<file path="src/rtl/imm_gen_pkg.sv">
// Shared constants and types for the pipelined immediate generator.
package imm_gen_pkg;

  localparam logic [6:0] OPC_OP_IMM = 7'b0010011;
  localparam logic [6:0] OPC_LOAD   = 7'b0000011;
  localparam logic [6:0] OPC_STORE  = 7'b0100011;
  localparam logic [6:0] OPC_BRANCH = 7'b1100011;
  localparam logic [6:0] OPC_LUI    = 7'b0110111;
  localparam logic [6:0] OPC_AUIPC  = 7'b0010111;
  localparam logic [6:0] OPC_JAL    = 7'b1101111;
  localparam logic [6:0] OPC_JALR   = 7'b1100111;
  localparam logic [6:0] OPC_OP     = 7'b0110011;

  localparam int FIFO_DEPTH = 2;

  typedef enum logic [2:0] {
    FMT_R   = 3'd0,
    FMT_I   = 3'd1,
    FMT_S   = 3'd2,
    FMT_B   = 3'd3,
    FMT_U   = 3'd4,
    FMT_J   = 3'd5,
    FMT_SH  = 3'd6,
    FMT_BAD = 3'd7
  } fmt_e;

endpackage

</file>
<file path="src/rtl/imm_decode.sv">
// Combinational RV32I/RV64I immediate decoder producing the sign-extended XLEN value.
module imm_decode
  import imm_gen_pkg::*;
#(
  parameter int XLEN = 32
) (
  input  logic [31:0]     instr,
  output logic [XLEN-1:0] imm,
  output fmt_e            fmt,
  output logic            illegal
);

  // 32-bit immediate, already sign-extended to 32 bits (SH has a zero top bit)
  logic [31:0] raw;

  always_comb begin
    raw     = '0;
    fmt     = FMT_BAD;
    illegal = 1'b0;
    case (instr[6:0])
      OPC_OP_IMM: begin
        // funct3 001 (SLLI) and 101 (SRLI/SRAI) carry a shift amount instead
        if (instr[13:12] == 2'b01) begin
          fmt = FMT_SH;
          raw = (XLEN == 64) ? {26'b0, instr[25:20]} : {27'b0, instr[24:20]};
        end else begin
          fmt = FMT_I;
          raw = {{20{instr[31]}}, instr[31:20]};
        end
      end
      OPC_LOAD, OPC_JALR: begin
        fmt = FMT_I;
        raw = {{20{instr[31]}}, instr[31:20]};
      end
      OPC_STORE: begin
        fmt = FMT_S;
        raw = {{20{instr[31]}}, instr[31:25], instr[11:7]};
      end
      OPC_BRANCH: begin
        fmt = FMT_B;
        raw = {{19{instr[31]}}, instr[31], instr[7], instr[30:25], instr[11:8], 1'b0};
      end
      OPC_LUI, OPC_AUIPC: begin
        fmt = FMT_U;
        raw = {instr[31:12], 12'b0};
      end
      OPC_JAL: begin
        fmt = FMT_J;
        raw = {{11{instr[31]}}, instr[31], instr[19:12], instr[20], instr[30:21], 1'b0};
      end
      OPC_OP: begin
        fmt = FMT_R;
      end
      default: begin
        fmt     = FMT_BAD;
        illegal = 1'b1;
      end
    endcase
  end

  assign imm = XLEN'($signed(raw));

endmodule

</file>
<file path="src/rtl/imm_gen_pipe.sv">
// Immediate generator behind a valid/ready handshake with a 2-entry elastic output buffer
// and a saturating illegal-opcode counter.
module imm_gen_pipe
  import imm_gen_pkg::*;
#(
  parameter int XLEN  = 32,
  parameter int TAG_W = 32,
  parameter int CNT_W = 16
) (
  input  logic             clk_i,
  input  logic             rst_i,
  input  logic             in_valid_i,
  output logic             in_ready_o,
  input  logic [31:0]      instr_i,
  input  logic [TAG_W-1:0] tag_i,
  output logic             out_valid_o,
  input  logic             out_ready_i,
  output logic [XLEN-1:0]  imm_o,
  output logic [2:0]       fmt_o,
  output logic             illegal_o,
  output logic [TAG_W-1:0] tag_o,
  output logic [CNT_W-1:0] ill_cnt_o
);

  if (XLEN != 32 && XLEN != 64) begin : g_xlen_chk
    $error("imm_gen_pipe: XLEN must be 32 or 64");
  end

  logic [XLEN-1:0] dec_imm;
  fmt_e            dec_fmt;
  logic            dec_ill;

  imm_decode #(.XLEN(XLEN)) u_decode (
    .instr   (instr_i),
    .imm     (dec_imm),
    .fmt     (dec_fmt),
    .illegal (dec_ill)
  );

  logic [XLEN-1:0]  imm_q [FIFO_DEPTH];
  logic [2:0]       fmt_q [FIFO_DEPTH];
  logic             ill_q [FIFO_DEPTH];
  logic [TAG_W-1:0] tag_q [FIFO_DEPTH];
  logic             wr_ptr;
  logic             rd_ptr;
  logic [1:0]       count;
  logic [CNT_W-1:0] ill_cnt;
  logic             push;
  logic             pop;

  // Ready depends only on occupancy so no combinational path from out_ready_i
  assign in_ready_o  = (count != 2'(FIFO_DEPTH));
  assign out_valid_o = (count != 2'd0);
  assign push        = in_valid_i && in_ready_o;
  assign pop         = out_valid_o && out_ready_i;

  always_ff @(posedge clk_i or negedge rst_i) begin
    if (!rst_i) begin
      for (int i = 0; i < FIFO_DEPTH; i++) begin
        imm_q[i] <= '0;
        fmt_q[i] <= '0;
        ill_q[i] <= 1'b0;
        tag_q[i] <= '0;
      end
      wr_ptr  <= 1'b0;
      rd_ptr  <= 1'b0;
      count   <= 2'd0;
      ill_cnt <= '0;
    end else begin
      if (push) begin
        imm_q[wr_ptr] <= dec_imm;
        fmt_q[wr_ptr] <= dec_fmt;
        ill_q[wr_ptr] <= dec_ill;
        tag_q[wr_ptr] <= tag_i;
        wr_ptr        <= ~wr_ptr;
      end
      if (pop) begin
        rd_ptr <= ~rd_ptr;
      end
      case ({push, pop})
        2'b10:   count <= count + 2'd1;
        2'b01:   count <= count - 2'd1;
        default: count <= count;
      endcase
      if (push && dec_ill && (ill_cnt != '1)) begin
        ill_cnt <= ill_cnt + CNT_W'(1);
      end
    end
  end

  assign imm_o     = imm_q[rd_ptr];
  assign fmt_o     = fmt_q[rd_ptr];
  assign illegal_o = ill_q[rd_ptr];
  assign tag_o     = tag_q[rd_ptr];
  assign ill_cnt_o = ill_cnt;

endmodule

</file>
<file path="config.mk">
export PLATFORM = sky130hd
export DESIGN_NAME = imm_gen_pipe
export DESIGN_NICKNAME = d
export VERILOG_FILES = /design/src/rtl/imm_gen_pkg.sv /design/src/rtl/imm_decode.sv /design/src/rtl/imm_gen_pipe.sv
export SDC_FILE = /design/constraint.sdc
export NUM_CORES = 1
export LEC_CHECK = 0
export CAP_MARGIN = 15
export CELL_PAD_IN_SITES_DETAIL_PLACEMENT = 1
export CELL_PAD_IN_SITES_GLOBAL_PLACEMENT = 1
export CORE_UTILIZATION = 45
export DETAILED_ROUTE_END_ITERATION = 8
export PLACE_DENSITY_LB_ADDON = 0.1
export REMOVE_ABC_BUFFERS = 1
export SYNTH_ARGS = -nofsm -noshare
export SYNTH_HDL_FRONTEND = slang
export SYNTH_HIERARCHICAL = 1
export SYNTH_SLANG_ARGS = --single-unit
</file>
<file path="constraint.sdc">
create_clock -name clk_i -period 4.7 [get_ports clk_i]
set_clock_uncertainty 0.1 [all_clocks]
set_input_delay 0.705 -clock clk_i [delete_from_list [all_inputs] [get_ports clk_i]]
set_output_delay 0.705 -clock clk_i [all_outputs]
set_load 0.05 [all_outputs]
</file>
After elaboration in Yosys (flattened, before gate mapping) --
Cells that the tools add are included.
Storage, ports and cells: bits in registers 156, latch bits 0, RAM bits 0, ROM bits 0, input bits 68, output and inout bits 86, memories 0
Cells by class: add/subtract/negate cells 3, multiply operators 0, div/mod/pow operators 0, magnitude comparators 3, eq/ne operators 14, shift operators 0, muxes and demuxes 28, bitwise operators 4, reductions and logical operators 10
Operators by type and width (number):
- $mux W32 | 8
- $pmux W32 S6 | 1
- $bwmux W64 | 2
- $demux W32 S1 | 1
- $eq A7 B6 Y1 const B | 3
- $eq A7 B7 Y1 const B | 3
- $pmux W3 S7 | 1
- $add A16 B1 Y16 const B | 1
- $ne A16 B16 Y1 const B | 1
- $mux W3 | 5
- $eq A7 B5 Y1 const B | 2
- $reduce_or A9 Y1 | 1
- $eq A7 B2 Y1 const B | 1
- $bwmux W6 | 1
- $logic_and A1 B1 Y1 | 5
- $mux W1 | 5
- $eq A2 B1 Y1 const B | 2
- $ge A2 B2 Y1 const B | 2
- $not A1 Y2 | 2
- $pmux W2 S2 | 1
- $reduce_bool A2 Y1 | 2
- $reduce_or A2 Y1 | 2
- $demux W3 S1 | 1
- $add A2 B1 Y2 const B | 1
- 7 further kinds | 8

Depth between registers and ports, before layout --
depth after elaboration 6, mapped depth 8, depth with buffers taken out 7

Modules after synthesis --
Netlist, hierarchy kept.
By module, submodules not included:
- imm_gen_pipe | instances 1, cells an instance 449, area each 6914.1 um^2, sequential area each 3903.7 um^2
- imm_decode | instances 1, cells an instance 77, area each 574.3 um^2, sequential area each 0.0 um^2

Least setup slack after synthesis --
No wires, ideal clock.
path kind input port to flip-flop, start input instr_i[2], end register ill_cnt[1] (netlist: ill_cnt_o[1]), setup time 0.125 ns, arrival time 1.976 ns, required time 4.475 ns, path slack 2.499 ns, cell stages on the path 8, buffers on the path 1, cells stage by stage buf_2 > nor2b_1 > nand3b_1 > a21oi_1 > inv_1 > nand3_2 > nor2_1 > mux2_2
On the way: word-level cells in the longest chain between the ends 5
Ends and longest elaborated chain:
- start, declared | RTL line imm_gen_pipe.sv:14 | input logic [31:0] instr_i,
- $eq A7 B5 Y1 (tied with other cells) | RTL line imm_decode.sv:20 | case (instr[6:0])
- $reduce_or A9 Y1 (no line) (*)
- $mux W1 (*) | RTL line imm_decode.sv:20
- net dec_ill | RTL line imm_gen_pipe.sv:31 | logic dec_ill;
- $logic_and A1 B1 Y1 (*) (2 in series) | RTL line imm_gen_pipe.sv:85 | if (push && dec_ill && (ill_cnt != '1)) begin
- end signal, assigned | RTL line imm_gen_pipe.sv:86 | ill_cnt <= ill_cnt + CNT_W'(1);
- end, declared | RTL line imm_gen_pipe.sv:47 | logic [CNT_W-1:0] ill_cnt;
The timed path passes the listed nets; every way through them passes the cells marked *. A chain may end at the register's enable or synchronous reset.

Worst setup path in the final report --
start register rd_ptr, end output imm_o[9]
On the way: word-level cells in the longest chain between the ends 4
Ends and longest elaborated chain:
- start, declared | RTL line imm_gen_pipe.sv:45 | logic rd_ptr;
- start signal, assigned | RTL line imm_gen_pipe.sv:78 | rd_ptr <= ~rd_ptr;
- $not A1 Y2 (not written as such) | RTL line imm_gen_pipe.sv:91 | assign imm_o = imm_q[rd_ptr];
- $mux W32 (not written as such) (3 in series) | RTL line imm_gen_pipe.sv:91
- end, declared | RTL line imm_gen_pipe.sv:18 | output logic [XLEN-1:0] imm_o,
No other way between the ends. The select of a mux whose other input is x is not followed.

==> impl_metrics.env <==
export IMPL_regArea_um2=3910
export IMPL_clk_pin_slew_worst_paths_ns=0.06
export IMPL_grt_first_pass_wirelength_mm=29.3
export IMPL_setup_ws_ns=1.16
export IMPL_post_cts_setup_buffers=0
export IMPL_initial_utilization_pct=46.6
export IMPL_dpl_instance_area_um2=9160
export IMPL_syn_area_per_cell_um2=14.2
export IMPL_synth_area_um2=7490
export IMPL_htreeDepth=4
export IMPL_syn_inst=526
export IMPL_drv_slew=0
export IMPL_wirelength_mm=18.1
export IMPL_hold_viol=0
export IMPL_power_density_nw_per_um2=668
export IMPL_dpl_worst_slack_ns=1.57
export IMPL_peakVddDrop_mv=0.536
export IMPL_status="completed"
export IMPL_yosysUniqueCellTypes=52
export IMPL_viasPerCell=5.37
export IMPL_antenna_found_initial=0
export IMPL_synth_seq_area_share_pct=52.1
export IMPL_first_global_vias=5472
export IMPL_syn2layout_area_growth_pct=30.5
export IMPL_clockBufferDepth=2
export IMPL_antennaDiodeCount=0
export IMPL_reg2reg_from="count[0]$_DFFE_PN0P_"
export IMPL_p_leak_nw=4.40
export IMPL_grt_ovfl_total=0
export IMPL_dp_hpwl_mm=11.9
export IMPL_antenna_left=0
export IMPL_yosys_area_top_type="dfrtp_1"
export IMPL_ys_async_sr_fraction_pct=100
export IMPL_cp_data_required_time_ns=3.89
export IMPL_final_nets=746
export IMPL_place_congestion=0.771
export IMPL_tns_ns=0
export IMPL_grt_usage_pct=22.8
export IMPL_cp_startpoint="rd_ptr$_DFFE_PN0P_"
export IMPL_cts_sinks=156
export IMPL_drtIter0Drc=190
export IMPL_cts_tree="done"
export IMPL_cap_violations=0
export IMPL_critPathLaunchType="flop"
export IMPL_postLayoutCellArea_um2=9770
export IMPL_final_util_pct=60.8
export IMPL_setup_violations=0
export IMPL_ioPinCount=154
export IMPL_path_max_fanout=69
export IMPL_rows=46
export IMPL_die_w_um=131
export IMPL_port_buffers=153
export IMPL_worst_hold_path_type="primary input to async pin"
export IMPL_ys_ff_latch=156
export IMPL_synth_warnings=6
export IMPL_post_route_period_util_pct=75.3
export IMPL_yosysTopAreaCellShare_pct=52.1
export IMPL_fmax_mhz=283
export IMPL_cts_repair_resized=0
export IMPL_critPathArrivalTime_ns=2.73
export IMPL_fp_coreArea_um2=16100
export IMPL_synth_edf_count=0
export IMPL_worst_slew_pin_slew_ns=1.04
export IMPL_synth_top_cells_by_count="mux2_2, dfrtp_1, a21o_1, xor2_1"
export IMPL_grt_max_degree=79
export IMPL_rsz0062_at_grt="no"
export IMPL_ys_flop_type="dfrtp_1"
export IMPL_setup_worst_path_class="flop to primary output"
export IMPL_dieHeight_um=131
export IMPL_wl_per_cell_um=20.0
export IMPL_cts_buffers=17
export IMPL_ys_top_cells_by_area="dfrtp_1, mux2_2, a21o_1, xor2_1, buf_6"
export IMPL_drt_pass1_iterations=4
export IMPL_dieArea_um2=17200
export IMPL_insertion_delay_ns=0.42
export IMPL_drc=0
export IMPL_fin_crit_ns=3.54
export IMPL_multi_input_area_um2=3400
export IMPL_fillers=1508
export IMPL_endpoint_kind="primary output"
export IMPL_vias=4855
export IMPL_holdBufCountCts=0
export IMPL_drive_gt1_share_pct=38.7
export IMPL_cts_root_buf="clkbuf_16"
export IMPL_slew_headroom_pct=30.9
export IMPL_synth_most_common_cell="mux2_2"
==> kinds of logic (layout without fill, tap and decap cells) <==
family / Yosys count / after routing / synth area share (%)
simple gates: 76 / 76 / 7.90
compound gates: 36 / 36 / 3.86
flops: 156 / 156 / 52.1
mux: 205 / 205 / 30.8
fa+ha+maj: 2 / 2 / 0.334
buf+inv: 31 / 193 / 2.61
xor+xnor: 20 / 20 / 2.34
==> worst max-delay path, stage by stage (launching register included) <==
cell             delay [ns]
dfrtp_4                1.09
mux2_2                 0.43
clkdlybuf4s50_1        0.72
==> metrics by stage <==
stage               hold WS, ns  total power [mW]  cells
floorplan                 0.309              4.17    499
detailed placement        0.387              5.15    872
global route              0.272              6.83    904
CTS                       0.240              6.62    903
global placement          0.364              5.04    872
finish                    0.206              6.52    904
==> final cells by class <==
| class | instances | area share (%) |
|---|---|---|
| clock inverter | 13 | 1.70 |
| clock buffer | 18 | 4.49 |
| multi-input combinational | 339 | 34.8 |
| sequential | 156 | 40.0 |
| inverter | 4 | 0.154 |
| tap | 216 | 2.77 |
| timing repair buffer | 158 | 16.1 |
==> state kept, by name (all words and copies together) (netlist names) <==
name       count
count          2
fmt_q          6
ill_cnt_o     16
ill_q          2
imm_q         64
rd_ptr         1
tag_q         64
wr_ptr         1
==> metal layers <==
| metal | vias to the layer above | track usage [%] | routed length [um] |
|---|---|---|---|
| li1 | 2214 | - | - |
| met1 | 2507 | 26.2 | 7130 |
| met2 | 115 | 40.6 | 9590 |
| met3 | 19 | 6.68 | 1130 |
| met4 | 0 | 7.10 | 246 |
| met5 | - | 0 | 0 |
==> where the power goes <==
| part | leakage, nW | total, mW | switching [mW] | internal (mW) |
|---|---|---|---|---|
| sequential | 1.97 | 2.12 | 0.373 | 1.75 |
| clock | 0.289 | 1.40 | 0.552 | 0.851 |
| combinational | 2.14 | 3.00 | 1.70 | 1.30 |
==> layout by cell type (no fill, tap or decap), types with 5 or more instances in the layout <==
cell / n
xor2_1: 17
nand2_1: 8
and2_1: 9
nand4_1: 6
a21o_1: 20
mux2_2: 202
nor4_1: 7
clkbuf_16: 17
nor3_1: 5
a22o_1: 5
dfrtp_1: 155
clkdlybuf4s50_1: 152
==> path summary, 6_finish.rpt <==
| path | end | slack (ns) | cells after the start |
|---|---|---|---|
| min | imm_q[36]$_DFFE_PN0P_ | 0.21 | 1 |
| max reg2reg | tag_q[63]$_DFFE_PN0P_ | 2.42 | 5 |
| max | imm_o[9] | 1.16 | 2 |
| min reg2reg | imm_q[0]$_DFFE_PN0P_ | 0.40 | 1 |
| max in group asynchronous | rd_ptr$_DFFE_PN0P_ | 3.21 | 2 |
| min in group clk_i | imm_q[0]$_DFFE_PN0P_ | 0.40 | 1 |
Note: power is estimated with default switching activity, not from simulation.
